**src/rtl/mem_load_pkg.sv**
```systemverilog
// Shared types and constants for the memory load-and-run controller.
package mem_load_pkg;

    typedef enum logic [2:0] {
        StIdle,
        StLoadI,
        StLoadD,
        StRun,
        StDone
    } state_e;

    // Byte stride between consecutive words of each memory.
    localparam int unsigned IMEM_STRIDE = 4;
    localparam int unsigned DMEM_STRIDE = 8;

    function automatic int unsigned max_u(input int unsigned a, input int unsigned b);
        return (a > b) ? a : b;
    endfunction

endpackage

```
**src/rtl/mem_load_ctrl_if.sv**
```systemverilog
// Stream input and instruction/data memory write ports of mem_load_ctrl.
interface mem_load_ctrl_if;

    logic        in_valid;
    logic [63:0] in_data;
    logic        in_ready;

    logic [63:0] imem_addr;
    logic        imem_wen;
    logic [31:0] imem_wdata;

    logic [63:0] dmem_addr;
    logic        dmem_wen;
    logic [63:0] dmem_wdata;

    modport master (
        input  in_valid, in_data,
        output in_ready,
        output imem_addr, imem_wen, imem_wdata,
        output dmem_addr, dmem_wen, dmem_wdata
    );

    modport slave (
        output in_valid, in_data,
        input  in_ready,
        input  imem_addr, imem_wen, imem_wdata,
        input  dmem_addr, dmem_wen, dmem_wdata
    );

endinterface

```
**src/rtl/load_counter.sv**
```systemverilog
// Up-counter with synchronous clear (priority over enable) and terminal-count compare.
module load_counter #(
    parameter int unsigned WIDTH = 8
) (
    input  logic             clk,
    input  logic             arst_n,
    input  logic             clr,
    input  logic             en,
    input  logic [WIDTH-1:0] limit,
    output logic [WIDTH-1:0] count,
    output logic             at_limit
);

    logic [WIDTH-1:0] count_q, count_d;

    always_comb begin
        count_d = count_q;
        if (clr) begin
            count_d = '0;
        end else if (en) begin
            count_d = count_q + 1'b1;
        end
    end

    always_ff @(posedge clk or negedge arst_n) begin
        if (!arst_n) begin
            count_q <= '0;
        end else begin
            count_q <= count_d;
        end
    end

    assign count    = count_q;
    assign at_limit = (count_q == limit);

endmodule

```
**src/rtl/mem_load_ctrl.sv**
```systemverilog
// Streams instruction then data words into memory, then enables the CPU for a fixed time.
// Optional MEM_LOAD_CHECKSUM_EN adds a running XOR checksum output of the streamed words.
module mem_load_ctrl
    import mem_load_pkg::*;
#(
    parameter int unsigned IMEM_WORDS = 128,
    parameter int unsigned DMEM_WORDS = 128,
    parameter int unsigned RUN_CYCLES = 1024
) (
    input  logic            clk,
    input  logic            arst_n,
    input  logic            start,
    input  logic            abort,
    mem_load_ctrl_if.master bus,
    output logic            cpu_enable,
    output logic            busy,
    output logic            done
`ifdef MEM_LOAD_CHECKSUM_EN
    ,
    output logic [63:0]     checksum
`endif
);

    localparam int unsigned MAX_WORDS = max_u(IMEM_WORDS, DMEM_WORDS);
    localparam int unsigned WORD_W    = $clog2(MAX_WORDS + 1);
    localparam int unsigned RUN_W     = $clog2(RUN_CYCLES + 1);

    state_e state_q, state_d;

    logic              xfer;
    logic              word_last;
    logic              run_last;
    logic [WORD_W-1:0] word_idx;
    logic [WORD_W-1:0] word_limit;
    logic [RUN_W-1:0]  unused_run_cnt;

    assign bus.in_ready = (state_q == StLoadI) || (state_q == StLoadD);
    assign xfer         = bus.in_valid && bus.in_ready;
    assign word_limit   = (state_q == StLoadI) ? WORD_W'(IMEM_WORDS - 1) : WORD_W'(DMEM_WORDS - 1);

    always_comb begin
        state_d = state_q;
        unique case (state_q)
            StIdle, StDone: if (start) state_d = StLoadI;
            StLoadI:        if (xfer && word_last) state_d = StLoadD;
            StLoadD:        if (xfer && word_last) state_d = StRun;
            StRun:          if (run_last) state_d = StDone;
            default:        state_d = StIdle;
        endcase
        if (abort) state_d = StIdle;
    end

    always_ff @(posedge clk or negedge arst_n) begin
        if (!arst_n) begin
            state_q <= StIdle;
        end else begin
            state_q <= state_d;
        end
    end

    // Every state change starts the word index from zero.
    load_counter #(
        .WIDTH (WORD_W)
    ) u_word_cnt (
        .clk      (clk),
        .arst_n   (arst_n),
        .clr      (state_d != state_q),
        .en       (xfer),
        .limit    (word_limit),
        .count    (word_idx),
        .at_limit (word_last)
    );

    load_counter #(
        .WIDTH (RUN_W)
    ) u_run_cnt (
        .clk      (clk),
        .arst_n   (arst_n),
        .clr      (state_q != StRun),
        .en       (1'b1),
        .limit    (RUN_W'(RUN_CYCLES - 1)),
        .count    (unused_run_cnt),
        .at_limit (run_last)
    );

    // Write ports are registered: a transfer shows up as a strobe on the next cycle.
    always_ff @(posedge clk or negedge arst_n) begin
        if (!arst_n) begin
            bus.imem_wen   <= 1'b0;
            bus.imem_addr  <= '0;
            bus.imem_wdata <= '0;
            bus.dmem_wen   <= 1'b0;
            bus.dmem_addr  <= '0;
            bus.dmem_wdata <= '0;
        end else begin
            bus.imem_wen <= xfer && (state_q == StLoadI);
            bus.dmem_wen <= xfer && (state_q == StLoadD);
            if (xfer && (state_q == StLoadI)) begin
                bus.imem_addr  <= 64'(word_idx) * 64'(IMEM_STRIDE);
                bus.imem_wdata <= bus.in_data[31:0];
            end
            if (xfer && (state_q == StLoadD)) begin
                bus.dmem_addr  <= 64'(word_idx) * 64'(DMEM_STRIDE);
                bus.dmem_wdata <= bus.in_data;
            end
        end
    end

    assign cpu_enable = (state_q == StRun);
    assign busy       = (state_q == StLoadI) || (state_q == StLoadD) || (state_q == StRun);
    assign done       = (state_q == StDone);

`ifdef MEM_LOAD_CHECKSUM_EN
    logic        start_accept;
    logic [63:0] checksum_q;

    assign start_accept = start && !abort && ((state_q == StIdle) || (state_q == StDone));

    always_ff @(posedge clk or negedge arst_n) begin
        if (!arst_n) begin
            checksum_q <= '0;
        end else if (start_accept) begin
            checksum_q <= '0;
        end else if (xfer) begin
            checksum_q <= checksum_q ^ bus.in_data;
        end
    end

    assign checksum = checksum_q;
`endif

endmodule

```
**src/flat_wrapper.sv**
```systemverilog
// flat-port wrapper written by rule: the top's interface ports become plain ports
module mem_load_ctrl_flat import mem_load_pkg::*;
#(
    parameter int unsigned IMEM_WORDS = 128,
    parameter int unsigned DMEM_WORDS = 128,
    parameter int unsigned RUN_CYCLES = 1024
)
  (clk, arst_n, start, abort, cpu_enable, busy, done, bus_in_valid, bus_in_data, bus_in_ready, bus_imem_addr, bus_imem_wen, bus_imem_wdata, bus_dmem_addr, bus_dmem_wen, bus_dmem_wdata);
  mem_load_ctrl_if bus_i ();
  input  logic clk;
  input  logic arst_n;
  input  logic start;
  input  logic abort;
  output logic cpu_enable;
  output logic busy;
  output logic done;
  input wire logic [$bits(bus_i.in_valid)-1:0] bus_in_valid;
  input wire logic [$bits(bus_i.in_data)-1:0] bus_in_data;
  output wire logic [$bits(bus_i.in_ready)-1:0] bus_in_ready;
  output wire logic [$bits(bus_i.imem_addr)-1:0] bus_imem_addr;
  output wire logic [$bits(bus_i.imem_wen)-1:0] bus_imem_wen;
  output wire logic [$bits(bus_i.imem_wdata)-1:0] bus_imem_wdata;
  output wire logic [$bits(bus_i.dmem_addr)-1:0] bus_dmem_addr;
  output wire logic [$bits(bus_i.dmem_wen)-1:0] bus_dmem_wen;
  output wire logic [$bits(bus_i.dmem_wdata)-1:0] bus_dmem_wdata;
  assign bus_i.in_valid = bus_in_valid;
  assign bus_i.in_data = bus_in_data;
  assign bus_in_ready = bus_i.in_ready;
  assign bus_imem_addr = bus_i.imem_addr;
  assign bus_imem_wen = bus_i.imem_wen;
  assign bus_imem_wdata = bus_i.imem_wdata;
  assign bus_dmem_addr = bus_i.dmem_addr;
  assign bus_dmem_wen = bus_i.dmem_wen;
  assign bus_dmem_wdata = bus_i.dmem_wdata;
  mem_load_ctrl #(.IMEM_WORDS(IMEM_WORDS), .DMEM_WORDS(DMEM_WORDS), .RUN_CYCLES(RUN_CYCLES)) u_core (.clk(clk), .arst_n(arst_n), .start(start), .abort(abort), .bus(bus_i), .cpu_enable(cpu_enable), .busy(busy), .done(done));
endmodule
```
**config.mk**
```make
export PLATFORM = sky130hd
export DESIGN_NAME = mem_load_ctrl_flat
export DESIGN_NICKNAME = d
export VERILOG_FILES = /design/src/rtl/mem_load_pkg.sv /design/src/rtl/mem_load_ctrl_if.sv /design/src/rtl/load_counter.sv /design/src/rtl/mem_load_ctrl.sv /design/src/flat_wrapper.sv
export SDC_FILE = /design/constraint.sdc
export NUM_CORES = 1
export LEC_CHECK = 0
export ABC_AREA = 1
export BUFFER_PORTS_ARGS = -buffer_cell sky130_fd_sc_hd__buf_2
export CORE_AREA = 4 4 120 122
export CTS_BUF_LIST = sky130_fd_sc_hd__clkbuf_4
export DETAILED_ROUTE_END_ITERATION = 8
export DIE_AREA = 0 0 124 126
export HOLD_SLACK_MARGIN = 0.15
export PLACE_DENSITY = 0.81
export SYNTH_ARGS = -nofsm -noshare
export SYNTH_HDL_FRONTEND = slang
export SYNTH_SLANG_ARGS = --single-unit
```
**constraint.sdc**
```tcl
create_clock -name clk -period 2.1 [get_ports clk]
set_input_delay 0 -clock clk [delete_from_list [all_inputs] [get_ports clk]]
set_output_delay 0 -clock clk [all_outputs]
set_load 0.005 [all_outputs]
```
# == Yosys cells after proc, flatten, opt, wreduce, memory -nomap -nowiden ==
# Cells that the tools add are included.
# totals
regBits,136
input_bits,69
output_inout_bits,230
elab_cells,37
# op_classes
addsub,2
n_eq_ne,8
mux,9
reduce_logical,9
# ops
op,count
$mux 8,2
$mux 3,5
$pmux 3 s4,1
$add 11x1->11 const B,1
$eq 11x10->1 const B,1
$mux 11,1
$add 8x1->8 const B,1
$eq 8x7->1 const B,1
$eq 3x2->1 const B,2
$logic_and 1x1->1,4
$eq 3x1->1 const B,1
$eq 3x3->1 const B,1
$logic_not 3->1,1
$ne 3x2->1 const B,1
$ne 3x3->1,1
$logic_or 1x1->1,2
$reduce_bool 2->1,1
$reduce_or 2->1,1

# == Longest topological paths before layout ==
# depth
depth_word,9
mapped_depth,12
ltp_nobuf,12

# == Modules after synthesis ==
# Synthesis repeated with hierarchy kept, for this count alone.
# unflattened
hier_cells,779
area_unflattened_um2,6907.9
# by_module_without_submodules
mod,instances,cells_per_inst,area_each_um2,seq_area_each_um2
mem_load_ctrl,1,604,5595.4,2927.8
load_counter (u_core.u_run_cnt),1,102,758.2,275.3
load_counter (u_core.u_word_cnt),1,73,554.3,200.2

# == Least setup slack after synthesis ==
# Ideal clock, no wire load.
# synth_timing
path_kind,register -> register
from,"register u_core.u_run_cnt.count_q[0], in the netlist u_core.u_run_cnt.count[0]"
to,"register u_core.u_word_cnt.count_q[0], in the netlist u_core.u_word_cnt.count[0]"
setup_ns,0.070
arrival_time_ns,1.484
required_ns,2.030
slack_ns,0.546
stages_incl_launch_ff,12
path_buffers,0
synth_period_minus_slack_ns,1.554
cell_sequence,dfrtp_1 -> ha_1 -> nand2_1 -> nor2_4 -> nand3_1 -> o21ai_1 -> nand2_1 -> nand2_1 -> nand2_1 -> nor2_4 -> nand2_4 -> nor2_2
# synth_via
elab_chain_len,6
word_cells_on_any_way,7
cone_classes,2 x eq/ne; 4 x mux; 1 x reduce/logical
# synth_lines
item,line,rtl
start: declaration,load_counter.sv:14,"logic [WIDTH-1:0] count_q, count_d;"
start signal: assignment,load_counter.sv:29,count_q <= count_d;
$eq 11x10->1 *,load_counter.sv:34,assign at_limit = (count_q == limit);
$mux 3 *,mem_load_ctrl.sv:47,StRun: if (run_last) state_d = StDone;
$pmux 3 s4 *,mem_load_ctrl.sv:43,unique case (state_q)
$mux 3 *,mem_load_ctrl.sv:50,if (abort) state_d = StIdle;
$ne 3x3->1 *,mem_load_ctrl.sv:67,".clr (state_d != state_q),"
$mux 8 / $reduce_bool 2->1 (equally long branches),-,
end signal: assignment,load_counter.sv:29,
end: declaration,load_counter.sv:14,
# Every way passes the cells marked *; elsewhere a longest branch is shown, timed or not.
# A chain may end at the register's enable or synchronous reset.

# == Worst setup path after layout ==
# layout_timing
from,register u_core.state_q[0]
to,register u_core.bus.imem_wdata[13]
# layout_via
elab_chain_len,4
word_cells_on_any_way,5
cone_classes,2 x eq/ne; 3 x reduce/logical
# layout_lines
item,line,rtl
start: declaration,mem_load_ctrl.sv:28,"state_e state_q, state_d;"
start signal: assignment,mem_load_ctrl.sv:55,state_q <= StIdle;
start signal: assignment,mem_load_ctrl.sv:57,state_q <= state_d;
$eq 3x1->1 / $eq 3x2->1 (equally long branches),-,
$logic_or 1x1->1,mem_load_ctrl.sv:37,assign bus.in_ready = (state_q == StLoadI) || (state_q == StLoadD);
$logic_and 1x1->1,mem_load_ctrl.sv:38,assign xfer = bus.in_valid && bus.in_ready;
$logic_and 1x1->1 *,mem_load_ctrl.sv:98,if (xfer && (state_q == StLoadI)) begin
end signal: assignment,mem_load_ctrl.sv:100,bus.imem_wdata <= bus.in_data[31:0];
end: declaration,mem_load_ctrl_if.sv:19,"output imem_addr, imem_wen, imem_wdata,"
# Marks and branches as above.

==> metrics.md <==
| Metric | Value |
|---|---|
| Iteration-0 DRC Markers | 272 |
| Clock period minus worst slack | between 1.5 and 2 ns |
| Core Area | 0.0132 mm^2 |
| WP data required | between 2 and 3 ns |
| Routed len/inst | about 15 um |
| Synth warn | 0 |
| Max clock buf depth | 2 |
| GRT Total Usage | around a fifth |
| Hold WC Path Type | input pin to flip-flop |
| Slew Viols, Final | 0 |
| Initial antenna violation count | 2 |
| Finished Layout Cells | 1,066 |
| Met3 Resource Use GR | around 6.1% |
| Synth cell types | 28 |
| Fmax | 519 MHz |
| Die ar. | 0.0156 mm^2 |
| Hold path start | bus_in_data[52] |
| Met1 Use GR | between 20 and 25% |
| FF+latch count, synth | 136 |
| Synth Area in Simple Gates | a little over an eighth |
| Worst Skew | 0.0154 ns |
| Top cells by area, synth | dfrtp_1, buf_4, nand2_1 |
| Final Setup Violations | 0 |
| Worst Setup End Kind | flip-flop |
| Die width | around 120 um |
| Post-Syn Area | ~0.0062 mm^2 |
| FF-to-FF Start | u_core.state_q[0] |
| Tcrit/Tclk final | around nine tenths |
| TritonCTS Buffers | 17 |
| CP Class | flip-flop to flip-flop |
| Final #Nets | about 950 |
| CP Data Arrival Time | approximately 2.3 ns |
| Max cap viols | 0 |
| First-pass GRT wire length | about 24,000 um |
| Clock latency on the worst-skew pair | around 0.54 ns |
| Syn Inst Count | about 600 |
| Top cell type's share of synthesized area | about 54% |
| Max VDD drop | 0.507 mV |
| Area grow syn2layout | 31.8% |
| Async set or reset register ratio after synthesis | between 90% and 100% |
| HPWL after DPL | 10,300 um |
| RSZ-0062 raised after global routing | false |
| Initial DRT Pass Iterations | 4 |
| Row cnt | 42 |
| Total chip power | 5740 uW |
| Critical path origin | u_core.state_q[0] |
| Root buffer selected by CTS | clkbuf_4 |
| Met2 usage | a little over a third |
| Status | complete, no violations |
| CP Launch Type | flip-flop |
| DP Worst Slack | about 0.38 ns |
| RePlAce Congestion | 0.822 |
| Post-Route Setup TNS | 0 ns |
| Initial Util | around 47% |
| Die height | about 130 um |
| IO buf count | roughly 190 |
| Clock-pin slew on the worst setup and hold paths | 0.11 ns |
| Vias | approximately 4,800 |
| PD cells | ~700 mW/mm^2 |
| Maximum number of pins on one net before global-route repair | 62 |
| DRC errors left | 0 |
| Htree depth | 4 |
| CTS tree | done |
| Adder-cell share of the synthesized area | less than 1% |
| Share of cells above drive strength 1 | between 30% and 40% |
| EDFF count, synth | 0 |
| Grt peak-use layer | met2 |
| Fin. Hold Viols | 0 |
| IO Pins | between 200 and 300 |
| Fillers | between 1,000 and 1,500 |
| Antenna Nets Post-Route | 0 |
| DR vias/cell | 4.47 |
| Compound-gate portion of the synthesized area | around 1.7% |
| Dominant cell type by area after synthesis | dfrtp_1 |
| Multiplexer share of the synthesized area | between 10% and 20% |
| Avg Cell Area, Syn | 10.7 um^2 |
| P_leak | roughly 0.0045 uW |
| Grt total ovfl | 0 |
| Xor/xnor share of the synthesized area | under 10% |
| Main synth FF type | dfrtp_1 |
| Setup ws final | between 0.15 and 0.2 ns |
| Vias in the first global route | 4,801 |
| Main combinational cell family by area after synthesis | buffers and inverters |
| Final wirelength | between 15,000 and 20,000 um |
| Sequential area share after synthesis | about 54% |
| CP max FO | 31 |
| Clock sink count | ~140 |
| Buffers inserted by post-CTS timing repair | 0 |
| Placed cell count | approximately 940 |
==> critical path, cell delays in order (launching register included) <==
cell	delay (ns)
dfrtp_1	0.48
nand4_4	0.17
clkinvlp_4	0.23
buf_12	0.24
nand2_1	0.07
nand2_1	0.04
dlygate4sd3_1	0.56
==> through the flow <==
step	area [um^2]	hold WS, ns	util (%)
floorplan	6670	-0.296	-
global placement	7000	-0.0389	53.1
detailed placement	7000	-0.0358	53.1
CTS	8230	0.155	62.4
global route	8240	0.177	62.5
finish	8240	0.204	62.5
==> Yosys cell counts, types with 5 or more instances <==
cell and number:
buf_2 6, xor2_1 7, clkbuf_1 5, inv_2 6
nand2_1 145, buf_4 116, mux2_2 36, o21ai_0 8
inv_1 17, nor2_2 11, dfrtp_1 136, mux2_1 33
nor2_1 16, nor3_1 5, nand3_1 12, a21oi_1 12
==> area by class of cell <==
| cell class | count | area, um^2 | share of cell area [%] |
|---|---|---|---|
| tap | 176 | 220 | 2.67 |
| clock buffer | 19 | 143 | 1.73 |
| inverter | 23 | 90.1 | 1.09 |
| sequential | 136 | 3400 | 41.3 |
| timing repair buffer | 289 | 2020 | 24.5 |
| clock inverter | 12 | 110 | 1.34 |
| multi-input combinational | 410 | 2250 | 27.3 |
| antenna | 1 | 2.50 | 0.0304 |
==> kinds of logic (layout without fill, tap and decap cells) <==
logic type,Yosys count,count (layout)
adders and majority gates,2,2
DFF,136,136
and+or+nand+nor,198,198
buffers and inverters,151,343
other,1,113
AOI/OAI and AO/OA,21,21
muxes,69,69
xor gates and xnor gates,8,8
==> worst paths after layout <==
| path | slack (ns) | to | cells past startpoint |
|---|---|---|---|
| min in group asynchronous | 0.55 | u_core.u_run_cnt.count[9] | 4 |
| setup / recovery | 0.17 | u_core.bus.imem_wdata[13] | 6 |
| setup reg to reg | 0.17 | u_core.bus.imem_wdata[13] | 6 |
| hold reg to reg | 0.48 | u_core.u_run_cnt.count[0] | 1 |
| hold / removal | 0.20 | u_core.bus.dmem_wdata[52] | 3 |
| max in group asynchronous | 1.21 | u_core.bus.dmem_addr[8] | 4 |
==> timing repair <==
action / 4_1_cts / 5_1_grt
endpoints found under the setup margin: 0 / 9
endpoints found under the hold margin: 253 / 0
hold buffers: 96 / 0
resized for setup: 0 / 1
==> placed cells by master (no fill, tap or decap), drive strengths merged <==
| cell type | synthesis | layout |
|---|---|---|
| buf | 123 | 194 |
| nand2 | 147 | 147 |
| dfrtp | 136 | 136 |
| conb | 1 | 112 |
| dlygate4sd3 | 0 | 95 |
| mux2 | 69 | 69 |
| nor2 | 29 | 29 |
| inv | 23 | 22 |
| clkbuf | 5 | 19 |
| nand3 | 12 | 12 |
| a21oi | 12 | 12 |
| o21ai | 9 | 9 |
| clkinv | 0 | 8 |
| xor2 | 7 | 7 |
| nor3 | 6 | 6 |
| clkinvlp | 0 | 3 |
| nand4 | 3 | 3 |
| ha | 2 | 2 |
| bufinv | 0 | 2 |
| diode | 0 | 1 |
| and3 | 1 | 1 |
| xnor2 | 1 | 1 |
==> sequential cells by signal (all words and copies together), names as in the netlist <==
register and flops:
u_core.state_q 3, u_core.u_run_cnt.count 11, u_core.u_word_cnt.count 8, u_core.bus.dmem_wdata 64, u_core.bus.dmem_addr 8, u_core.bus.imem_wdata 32, u_core.bus.imem_wen 1, u_core.bus.imem_addr 8
u_core.bus.dmem_wen 1
==> power breakdown <==
part	internal [uW]	switching (uW)
Sequential	2890	154
Clock	701	896
Combinational	591	509
==> layer usage <==
| layer | routed length [um] | up-vias |
|---|---|---|
| met4 | 260 | 2 |
| met3 | 1230 | 25 |
| met1 | 5750 | 2298 |
| li1 | - | 2237 |
| met2 | 8270 | 203 |
| met5 | 13 | - |
(Power assumes the default switching activity.)
